### src/rtl/rv32_clint_if.sv
// rv32_clint_if -- APB slave bus bundle for the RISC-V core-local interruptor.
//
// Signals (names follow the CLINT pin list; _in = towards the CLINT):
//   psel_in, penable_in, pwrite_in : APB control
//   paddr_in  [15:0]               : byte address, bits [1:0] ignored
//   pwdata_in [31:0]               : write data
//   prdata_out[31:0]               : registered read data
//   pready_out                     : ready, high during the access phase
//   pslverr_out                    : error for unmapped addresses
// Modports: master drives control/address/data, slave drives the responses.
interface rv32_clint_if;
   logic        psel_in;
   logic        penable_in;
   logic        pwrite_in;
   logic [15:0] paddr_in;
   logic [31:0] pwdata_in;
   logic [31:0] prdata_out;
   logic        pready_out;
   logic        pslverr_out;

   modport master (
      output psel_in, penable_in, pwrite_in, paddr_in, pwdata_in,
      input  prdata_out, pready_out, pslverr_out
   );

   modport slave (
      input  psel_in, penable_in, pwrite_in, paddr_in, pwdata_in,
      output prdata_out, pready_out, pslverr_out
   );
endinterface

### src/rtl/rv32_clint.sv
// rv32_clint -- core-local interruptor: free-running mtime with prescaler,
// per-hart mtimecmp compare (timer irq) and msip bits (software irq),
// all reachable over a zero-wait-state APB slave.
//
// Ports:
//   clk_in     : single clock, all state on its rising edge
//   rst_in     : asynchronous active-high reset
//   halt_in    : freezes mtime and the prescaler while high
//   apb        : APB slave bundle (rv32_clint_if.slave)
//   mtime_out  : mtime zero-extended to 64 bits
//   tirq_out   : per-hart timer interrupt (mtime >= mtimecmp, one cycle late)
//   sirq_out   : per-hart software interrupt (msip bit)
//
// Register map: msip[h] 0x0000+4h, mtimecmp[h] 0x4000+8h (lo) / +4 (hi),
// mtime 0xBFF8 (lo) / 0xBFFC (hi). Reading mtime lo snapshots mtime hi into
// a shadow which the following hi read returns, so lo-then-hi is atomic.
module rv32_clint #(
   parameter int NUM_HARTS   = 1,
   parameter int MTIME_WIDTH = 64,
   parameter int PRESCALE    = 1
) (
   input  logic                 clk_in,
   input  logic                 rst_in,
   input  logic                 halt_in,
   rv32_clint_if.slave          apb,
   output logic [63:0]          mtime_out,
   output logic [NUM_HARTS-1:0] tirq_out,
   output logic [NUM_HARTS-1:0] sirq_out
);
   localparam int                     PS_W    = (PRESCALE > 1) ? $clog2(PRESCALE) : 1;
   localparam logic [PS_W-1:0]        PS_LAST = PS_W'(PRESCALE - 1);
   localparam logic [PS_W-1:0]        PS_ONE  = PS_W'(32'd1);
   localparam logic [PS_W-1:0]        PS_ZERO = {PS_W{1'b0}};
   localparam logic [MTIME_WIDTH-1:0] MT_ONE  = MTIME_WIDTH'(32'd1);
   localparam logic [63:0]            CMP_RST = {64{1'b1}};

   logic [MTIME_WIDTH-1:0]      mtime_q, mtime_d;
   logic [PS_W-1:0]             presc_q, presc_d;
   logic [31:0]                 shadow_q, shadow_d;
   logic [NUM_HARTS-1:0]        msip_q, msip_d;
   logic [NUM_HARTS-1:0][63:0]  cmp_q, cmp_d;
   logic [NUM_HARTS-1:0]        tirq_q, tirq_d;
   logic [31:0]                 prdata_q, prdata_d;
   logic                        pslverr_q, pslverr_d;

   logic        setup_s, access_s, wr_s, rd_setup_s;
   logic        sel_msip_s, sel_cmp_s, sel_mtime_s, half_s, hart_ok_s, map_ok_s;
   logic [2:0]  hart_s;
   logic [63:0] mtime_ext_s;
   logic [31:0] rd_val_s;
   logic [1:0]  unused_addr_s;

   assign unused_addr_s = apb.paddr_in[1:0];

   // Address decode, hart range check and read-data mux.
   always_comb begin
      setup_s     = apb.psel_in & ~apb.penable_in;
      access_s    = apb.psel_in & apb.penable_in;
      sel_msip_s  = 1'b0;
      sel_cmp_s   = 1'b0;
      sel_mtime_s = 1'b0;
      hart_s      = 3'd0;
      half_s      = apb.paddr_in[2];
      if (apb.paddr_in[15:5] == 11'h000) begin
         sel_msip_s = 1'b1;
         hart_s     = apb.paddr_in[4:2];
      end else if (apb.paddr_in[15:6] == 10'h100) begin
         sel_cmp_s = 1'b1;
         hart_s    = apb.paddr_in[5:3];
      end else if (apb.paddr_in[15:3] == 13'h17FF) begin
         sel_mtime_s = 1'b1;
      end else begin
         sel_mtime_s = 1'b0;
      end
      mtime_ext_s                    = 64'd0;
      mtime_ext_s[MTIME_WIDTH-1:0]   = mtime_q;
      // mtime hi always comes from the shadow captured by the last lo read
      rd_val_s  = sel_mtime_s ? (half_s ? shadow_q : mtime_ext_s[31:0]) : 32'd0;
      hart_ok_s = 1'b0;
      for (int i = 0; i < NUM_HARTS; i++) begin
         hart_ok_s = hart_ok_s | (hart_s == 3'(i));
         rd_val_s  = rd_val_s |
                     ((sel_msip_s && (hart_s == 3'(i))) ? {31'd0, msip_q[i]} : 32'd0);
         rd_val_s  = rd_val_s |
                     ((sel_cmp_s && (hart_s == 3'(i))) ?
                      (half_s ? cmp_q[i][63:32] : cmp_q[i][31:0]) : 32'd0);
      end
      map_ok_s   = sel_mtime_s | ((sel_msip_s | sel_cmp_s) & hart_ok_s);
      wr_s       = access_s & apb.pwrite_in & map_ok_s;
      rd_setup_s = setup_s & ~apb.pwrite_in;
   end

   // mtime / prescaler next state; a bus write to mtime beats a coincident tick.
   always_comb begin
      mtime_d = mtime_q;
      presc_d = presc_q;
      if (wr_s && sel_mtime_s && !half_s) begin
         mtime_d[31:0] = apb.pwdata_in;
         presc_d       = PS_ZERO;
      end else if (wr_s && sel_mtime_s) begin
         mtime_d[MTIME_WIDTH-1:32] = apb.pwdata_in[MTIME_WIDTH-33:0];
         presc_d                   = PS_ZERO;
      end else if (halt_in) begin
         mtime_d = mtime_q;
         presc_d = presc_q;
      end else if (presc_q == PS_LAST) begin
         mtime_d = mtime_q + MT_ONE;
         presc_d = PS_ZERO;
      end else begin
         presc_d = presc_q + PS_ONE;
      end
   end

   // Register writes (access edge), read capture and error flag (setup edge), compare.
   always_comb begin
      msip_d    = msip_q;
      cmp_d     = cmp_q;
      tirq_d    = {NUM_HARTS{1'b0}};
      shadow_d  = shadow_q;
      prdata_d  = prdata_q;
      pslverr_d = 1'b0;
      for (int i = 0; i < NUM_HARTS; i++) begin
         msip_d[i] = (wr_s && sel_msip_s && (hart_s == 3'(i))) ? apb.pwdata_in[0] : msip_q[i];
         if (wr_s && sel_cmp_s && (hart_s == 3'(i))) begin
            if (half_s) begin
               cmp_d[i][63:32] = apb.pwdata_in;
            end else begin
               cmp_d[i][31:0] = apb.pwdata_in;
            end
         end else begin
            cmp_d[i] = cmp_q[i];
         end
         tirq_d[i] = (mtime_ext_s >= cmp_q[i]);
      end
      // error is captured at setup so it is registered yet aligned with pready
      if (setup_s) begin
         pslverr_d = ~map_ok_s;
         if (rd_setup_s) begin
            prdata_d = map_ok_s ? rd_val_s : 32'd0;
         end else begin
            prdata_d = prdata_q;
         end
         if (rd_setup_s && sel_mtime_s && !half_s) begin
            shadow_d = mtime_ext_s[63:32];
         end else begin
            shadow_d = shadow_q;
         end
      end else begin
         pslverr_d = 1'b0;
      end
   end

   // State registers.
   always_ff @(posedge clk_in or posedge rst_in) begin
      if (rst_in) begin
         mtime_q   <= {MTIME_WIDTH{1'b0}};
         presc_q   <= PS_ZERO;
         shadow_q  <= 32'd0;
         msip_q    <= {NUM_HARTS{1'b0}};
         cmp_q     <= {NUM_HARTS{CMP_RST}};
         tirq_q    <= {NUM_HARTS{1'b0}};
         prdata_q  <= 32'd0;
         pslverr_q <= 1'b0;
      end else begin
         mtime_q   <= mtime_d;
         presc_q   <= presc_d;
         shadow_q  <= shadow_d;
         msip_q    <= msip_d;
         cmp_q     <= cmp_d;
         tirq_q    <= tirq_d;
         prdata_q  <= prdata_d;
         pslverr_q <= pslverr_d;
      end
   end

   assign mtime_out       = mtime_ext_s;
   assign tirq_out        = tirq_q;
   assign sirq_out        = msip_q;
   assign apb.prdata_out  = prdata_q;
   assign apb.pslverr_out = pslverr_q;
   assign apb.pready_out  = access_s;
endmodule

### src/flat_wrapper.sv
// flat-port wrapper written by rule: the top's interface ports become plain ports
module rv32_clint_flat 
#(
   parameter int NUM_HARTS   = 1,
   parameter int MTIME_WIDTH = 64,
   parameter int PRESCALE    = 1
)
  (clk_in, rst_in, halt_in, mtime_out, tirq_out, sirq_out, apb_psel_in, apb_penable_in, apb_pwrite_in, apb_paddr_in, apb_pwdata_in, apb_prdata_out, apb_pready_out, apb_pslverr_out);
  rv32_clint_if apb_i ();
  input  logic clk_in;
  input  logic rst_in;
  input  logic halt_in;
  output logic [63:0] mtime_out;
  output logic [NUM_HARTS-1:0] tirq_out;
  output logic [NUM_HARTS-1:0] sirq_out;
  input wire logic [$bits(apb_i.psel_in)-1:0] apb_psel_in;
  input wire logic [$bits(apb_i.penable_in)-1:0] apb_penable_in;
  input wire logic [$bits(apb_i.pwrite_in)-1:0] apb_pwrite_in;
  input wire logic [$bits(apb_i.paddr_in)-1:0] apb_paddr_in;
  input wire logic [$bits(apb_i.pwdata_in)-1:0] apb_pwdata_in;
  output wire logic [$bits(apb_i.prdata_out)-1:0] apb_prdata_out;
  output wire logic [$bits(apb_i.pready_out)-1:0] apb_pready_out;
  output wire logic [$bits(apb_i.pslverr_out)-1:0] apb_pslverr_out;
  assign apb_i.psel_in = apb_psel_in;
  assign apb_i.penable_in = apb_penable_in;
  assign apb_i.pwrite_in = apb_pwrite_in;
  assign apb_i.paddr_in = apb_paddr_in;
  assign apb_i.pwdata_in = apb_pwdata_in;
  assign apb_prdata_out = apb_i.prdata_out;
  assign apb_pready_out = apb_i.pready_out;
  assign apb_pslverr_out = apb_i.pslverr_out;
  rv32_clint #(.NUM_HARTS(NUM_HARTS), .MTIME_WIDTH(MTIME_WIDTH), .PRESCALE(PRESCALE)) u_core (.clk_in(clk_in), .rst_in(rst_in), .halt_in(halt_in), .apb(apb_i), .mtime_out(mtime_out), .tirq_out(tirq_out), .sirq_out(sirq_out));
endmodule
### config.mk
export PLATFORM = sky130hd
export DESIGN_NAME = rv32_clint_flat
export DESIGN_NICKNAME = d
export VERILOG_FILES = /design/src/rtl/rv32_clint_if.sv /design/src/rtl/rv32_clint.sv /design/src/flat_wrapper.sv
export SDC_FILE = /design/constraint.sdc
export NUM_CORES = 1
export LEC_CHECK = 0
export CAP_MARGIN = 20
export CORE_MARGIN = 3
export CORE_UTILIZATION = 55
export CTS_CLUSTER_DIAMETER = 150
export CTS_CLUSTER_SIZE = 40
export DETAILED_ROUTE_END_ITERATION = 16
export GPL_ROUTABILITY_DRIVEN = 0
export PLACE_DENSITY = 0.77
export SYNTH_ARGS = -nofsm -noshare
export SYNTH_HDL_FRONTEND = slang
export SYNTH_SLANG_ARGS = --single-unit
### constraint.sdc
create_clock -name clk_in -period 6.5 [get_ports clk_in]
set_input_delay 0.65 -clock clk_in [delete_from_list [all_inputs] [get_ports clk_in]]
set_output_delay 0.65 -clock clk_in [all_outputs]
set_load 0.01 [all_outputs]
# --- After elaboration in Yosys (flattened, before gate mapping) ---
# Index checks and enable logic that the tools add are counted.
classes:
  addsub: 2
  magnitude_cmp: 1
  eq_ne: 8
  mux: 24
  bitwise_logic: 15
  reduce_logical: 19
op_table:
  columns: ["op", "count"]
  rows:
  - ["2-to-1 mux 32 bit", 8]
  - ["2-to-1 mux 64 bit", 2]
  - ["adder 64 x 1 -> 64 bit (second input constant)", 1]
  - ["greater-or-equal comparator 64 bit", 1]
  - ["bitwise OR 32 bit", 2]
  - ["== test 13 bit (second input constant)", 1]
  - ["2-to-1 mux 1 bit", 12]
  - ["logical NOT 11 bit", 1]
  - ["== test 10 x 9 -> 1 bit (second input constant)", 1]
  - ["logical AND 1 bit", 10]
  - ["AND reduction 2 bit", 4]
  - ["AND 1 bit", 6]
  - ["2-to-1 mux 3 bit", 2]
  - ["!= test 2 bit (second input constant)", 3]
  - ["AND reduction 3 bit", 2]
  - ["inverter 1 bit", 5]
  - ["!= test 2 x 1 -> 1 bit (second input constant)", 2]
  - ["logical NOT 3 bit", 1]
  - ["!= test 3 x 1 -> 1 bit (second input constant)", 1]
  - ["bitwise OR 1 bit", 2]
  - ["adder 1 bit (second input constant)", 1]
  - ["logical NOT 1 bit", 1]
totals:
  reg_bits: 196
  in_bits: 54
  output_inout_bits: 100
  wordCells: 79

# --- Logic depth before layout (Yosys ltp) ---
logic_depth:
  depth_word: 11
  depth_mapped: 9
  depth_no_buf: 8

# --- Worst setup path before layout ---
# Ideal clock, no wire load.
synth_path:
  kind: "input-to-reg"
  start: "in apb_paddr_in[4]"
  end: "reg u_core.shadow_q[0]"
  t_arrival_ns: 2.380
  required_ns: 6.375
  slack_ns: 3.996
  stages: 7
  n_path_buf: 3
  cell_sequence: "and4b_1 > nand4_1 > clkbuf_1 > or3_1 > clkbuf_1 > clkbuf_1 > mux2_2"
synth_between:
  elab_chain_cells: 7
synth_rtl:
  columns: ["item", "line", "source"]
  rows:
  - ["start, declared", "flat_wrapper.sv:19", "input wire logic [$bits(apb_i.paddr_in)-1:0] apb_paddr_in;"]
  - ["== test 13 bit", "rv32_clint.sv:70", "end else if (apb.paddr_in[15:3] == 13'h17FF) begin"]
  - ["2-to-1 mux 1 bit", "rv32_clint.sv:70", null]
  - ["2-to-1 mux 1 bit", "rv32_clint.sv:67", "end else if (apb.paddr_in[15:6] == 10'h100) begin"]
  - ["2-to-1 mux 1 bit", "rv32_clint.sv:64", "if (apb.paddr_in[15:5] == 11'h000) begin"]
  - ["logical AND 1 bit (2 in series)", "rv32_clint.sv:143", "if (rd_setup_s && sel_mtime_s && !half_s) begin"]
  - ["AND reduction 2 bit (no source line)", null, null]
  - ["end signal, assigned", "rv32_clint.sv:167", "shadow_q <= shadow_d;"]
  - ["end, declared", "rv32_clint.sv:39", "logic [31:0] shadow_q, shadow_d;"]
# Every way passes these cells.
# A chain may end at the register's enable or synchronous reset.

# --- Final worst setup path ---
layout_path:
  start: "in apb_paddr_in[14]"
  end: "reg u_core.shadow_q[25]"
layout_between:
  elab_chain_cells: 7
  elab_cells_between_ends: 9
  cone_classes: "2 x eq/ne; 3 x mux; 4 x reduce/logical"
layout_rtl:
  columns: ["item", "line"]
  rows:
  - ["== test 13 bit", "rv32_clint.sv:70"]
  - ["2-to-1 mux 1 bit", "rv32_clint.sv:70"]
  - ["2-to-1 mux 1 bit", "rv32_clint.sv:67"]
  - ["2-to-1 mux 1 bit (*)", "rv32_clint.sv:64"]
  - ["logical AND 1 bit (*) (2 in series)", "rv32_clint.sv:143"]
  - ["AND reduction 2 bit (no source line) (*)", null]
# Every way passes the cells marked *; elsewhere a longest branch is shown, timed or not.

==> flow_summary.ini <==
[setup_path]
cp.arrival_ns = 3.81
crit_path_frequent_cell = buf_4
end_kind = flip-flop
path_cells = clkdlybuf4s50_1 > and4b_1 > nand4_1 > buf_4 > or3_1 > buf_4 > mux2_2
critPathMaxFanout = 38
startpoint_type = primary input
critPathKind = primary input to flip-flop
reg2regPathDepth = 6
cp_slowest_stage_delay_ns = 0.91
endpoint = u_core.shadow_q[25]$_DFFE_PP0P_
critical_path.startpoint = apb_paddr_in[14]
reg2reg_setup_slack_ns = 3.42
r2r-start = u_core.mtime_out[6]$_DFFE_PP0P_
cp_slowest_cell = or3_1
worstReg2RegEnd = u_core.mtime_out[47]$_DFFE_PP0P_
cp_data_required_time_ns = 6.83

[cells_and_area]
final_cell_mix = clkdlybuf4s50_1 (150), nand2_1 (133), dfrtp_1 (131)
fin_nets = 1424
design_area_um2 = 13500
fillers = 1552
multi_input_area_um2 = 5720
drive_gt1_share_pct = 12.4
diodes = 0
seqCellArea_um2 = 4960
mostFrequentLayoutCell = clkdlybuf4s50_1
syn_to_final_growth_pct = 20.9

[hold_path]
hp-class = flip-flop to flip-flop

[yosys]
ys_types = 67
yosys-mux-area-fraction_pct = 8.82
yosysTopAreaCellShare_pct = 29.3
synth_enable_flop_cells = 0
synthTopCellsByArea = dfrtp_1 (29%), dfstp_2 (15%), ha_1 (7.3%)
postSynthRegisterBits = 195
synth_warnings = 0
ys.flop_type = dfrtp_1
ys_seq_area_share_pct = 44.3
synth_cells = 1183
syn_area_per_cell_um2 = 9.46
synth-compound-area-share_pct = 17.7
synth_fa_ha_area_share_pct = 7.27
syn-num-nets = 1302
synth-xor-area-share_pct = 1.49
synthesis.area_um2 = 11200
synth_area_leader_cell = dfrtp_1
synth_top_family_by_area = compound AO/OA/AOI/OAI gates
synthArstFlopShare_pct = 100
synthSimpleGateAreaFrac_pct = 15.6

[floorplanning]
io_pins = 154
die_area_um2 = 22100
coreArea_um2 = 19700
num_rows = 51
initial_utilization_pct = 56.8
die_y_um = 149
die_x_um = 149

[routing]
vias_per_cell = 6.38
routed_wl_um = 33400
wl_per_cell_um = 21.1
ant_nets = 0
drcViolationCount = 0
drtPass1Iterations = 7
dr_total_vias = 10100
drt_iter0_drc = 1021

[clocking]
clockBufferDepth = 2
cts_hold_buf = 0
cts_tree = built
clk_latency_ns = 0.45
cts_root_buf = clkbuf_16
cts_resized = 0
post_cts_buffers = 0
clock-sinks = 195
numCtsBuffers = 17
h-tree-depth = 4
path_clk_slew_ns = 0.07

[place]
portBuffers = 151
dpl.hpwl_um = 23100
post_dp_cell_area_um2 = 12900

[power_and_ir_drop]
p_total_mw = 2.69
ir_drop_uv = 181
p_leak_nw = 6.24
powerDensity_nw_per_um2 = 198

[global_routing]
grt_pass1_wl_um = 53300
grt_use_total_pct = 30.6
grt_pass1_vias = 9848
grt_overflow = 0
antenna_found_initial = 0
grt_max_degree = 140

[timing]
holdWs_ns = 0.485
finalSetupTns_ns = 0
post-route-period-util_pct = 53.5
post-route-min-period_ns = 3.48
slew_headroom_pct = 26.6
hold_violations = 0
worst_pin_slew_ns = 1.09
fin_skew_ns = 0.00942
rsz0062_at_grt = false
final-max-slew-violation-count = 0
setup_viol = 0
fmax_mhz = 288

[flow_run]
cap_violations = 0

[status]
status = finished, final reports clean
[routing by layer]
metal | GRT usage [%] | wire length, um | up-vias
met1 | 42.8 | 14300 | 4987
li1 | - | - | 4569
met3 | 5.64 | 2610 | 64
met4 | 10.3 | 922 | 0
met5 | 0 | 0 | -
met2 | 48.4 | 15600 | 474
[layout make-up]
| class | instances | share of cell area (%) |
|---|---|---|
| Tap cell | 265 | 2.45 |
| Clock inverter | 15 | 1.28 |
| Sequential cell | 195 | 36.6 |
| Multi-Input combinational cell | 845 | 42.3 |
| Timing Repair Buffer | 164 | 11.9 |
| Clock buffer | 17 | 3.14 |
| Inverter | 82 | 2.33 |
[cell families (layout without fill, tap and decap cells)]
| group | Yosys count | count (layout) |
|---|---|---|
| mux | 95 | 95 |
| fa+ha+maj | 65 | 65 |
| flops | 195 | 195 |
| compound gates | 311 | 311 |
| simple gates | 355 | 355 |
| buf+inv | 143 | 278 |
| xor+xnor | 19 | 19 |
[cell usage after synthesis, drive strengths merged (11+ instances only)]
cell type    n
xnor2       11
a22o        31
ha          65
nor4        17
clkbuf      51
o21ai      117
nand3       43
nand4       34
mux2i       66
o22ai       39
nor3        22
dfrtp      131
mux2        29
inv         81
nand2      134
dfstp       64
nor2        49
a211oi      14
a21oi       47
and3        17
[where the power goes]
part           switching [mW]  leakage (nW)  total, mW  internal, mW
clock network           0.506         0.288       1.08         0.578
logic                   0.152          3.54      0.290         0.138
registers              0.0694          2.41       1.31          1.24
total                   0.727          6.24       2.69          1.96
[worst max-delay path, delay by kind of cell]
kind                   cells  cell delay (ns)
buffers and inverters      3             1.49
and+or+nand+nor            3             1.25
muxes                      1             0.38
[how the worst min path moves through the flow]
stage / from / endpoint / slack [ns] / cells after the start
after floorplan: u_core.shadow_q[17]$_DFFE_PP0P_ / u_core.shadow_q[17]$_DFFE_PP0P_ / 0.45 / 2
final: u_core.apb.prdata_out[0]$_DFFE_PP0P_ / u_core.apb.prdata_out[0]$_DFFE_PP0P_ / 0.49 / 2
after global routing: u_core.apb.prdata_out[0]$_DFFE_PP0P_ / u_core.apb.prdata_out[0]$_DFFE_PP0P_ / 0.51 / 2
after global placement: u_core.apb.prdata_out[0]$_DFFE_PP0P_ / u_core.apb.prdata_out[0]$_DFFE_PP0P_ / 0.46 / 2
after CTS: u_core.apb.prdata_out[0]$_DFFE_PP0P_ / u_core.apb.prdata_out[0]$_DFFE_PP0P_ / 0.49 / 2
after detailed placement: u_core.apb.prdata_out[0]$_DFFE_PP0P_ / u_core.apb.prdata_out[0]$_DFFE_PP0P_ / 0.47 / 2
[per-stage QoR]
step,worst slack (ns),utilization [%],std cells
CTS,3.14,68.6,1583
global placement,2.72,65.6,1551
detailed placement,2.68,65.6,1551
finish,3.02,68.6,1583
floorplan,0.644,-,1183
global route,3.00,68.6,1583
[sequential cells by signal, summed over array words and instances, names as in the netlist]
| name | cells |
|---|---|
| u_core.apb.pslverr_out | 1 |
| u_core.shadow_q | 32 |
| u_core.apb.prdata_out | 32 |
| u_core.cmp_q | 64 |
| u_core.sirq_out | 1 |
| u_core.tirq_out | 1 |
| u_core.mtime_out | 64 |
Note: power is estimated with default switching activity, not from simulation.
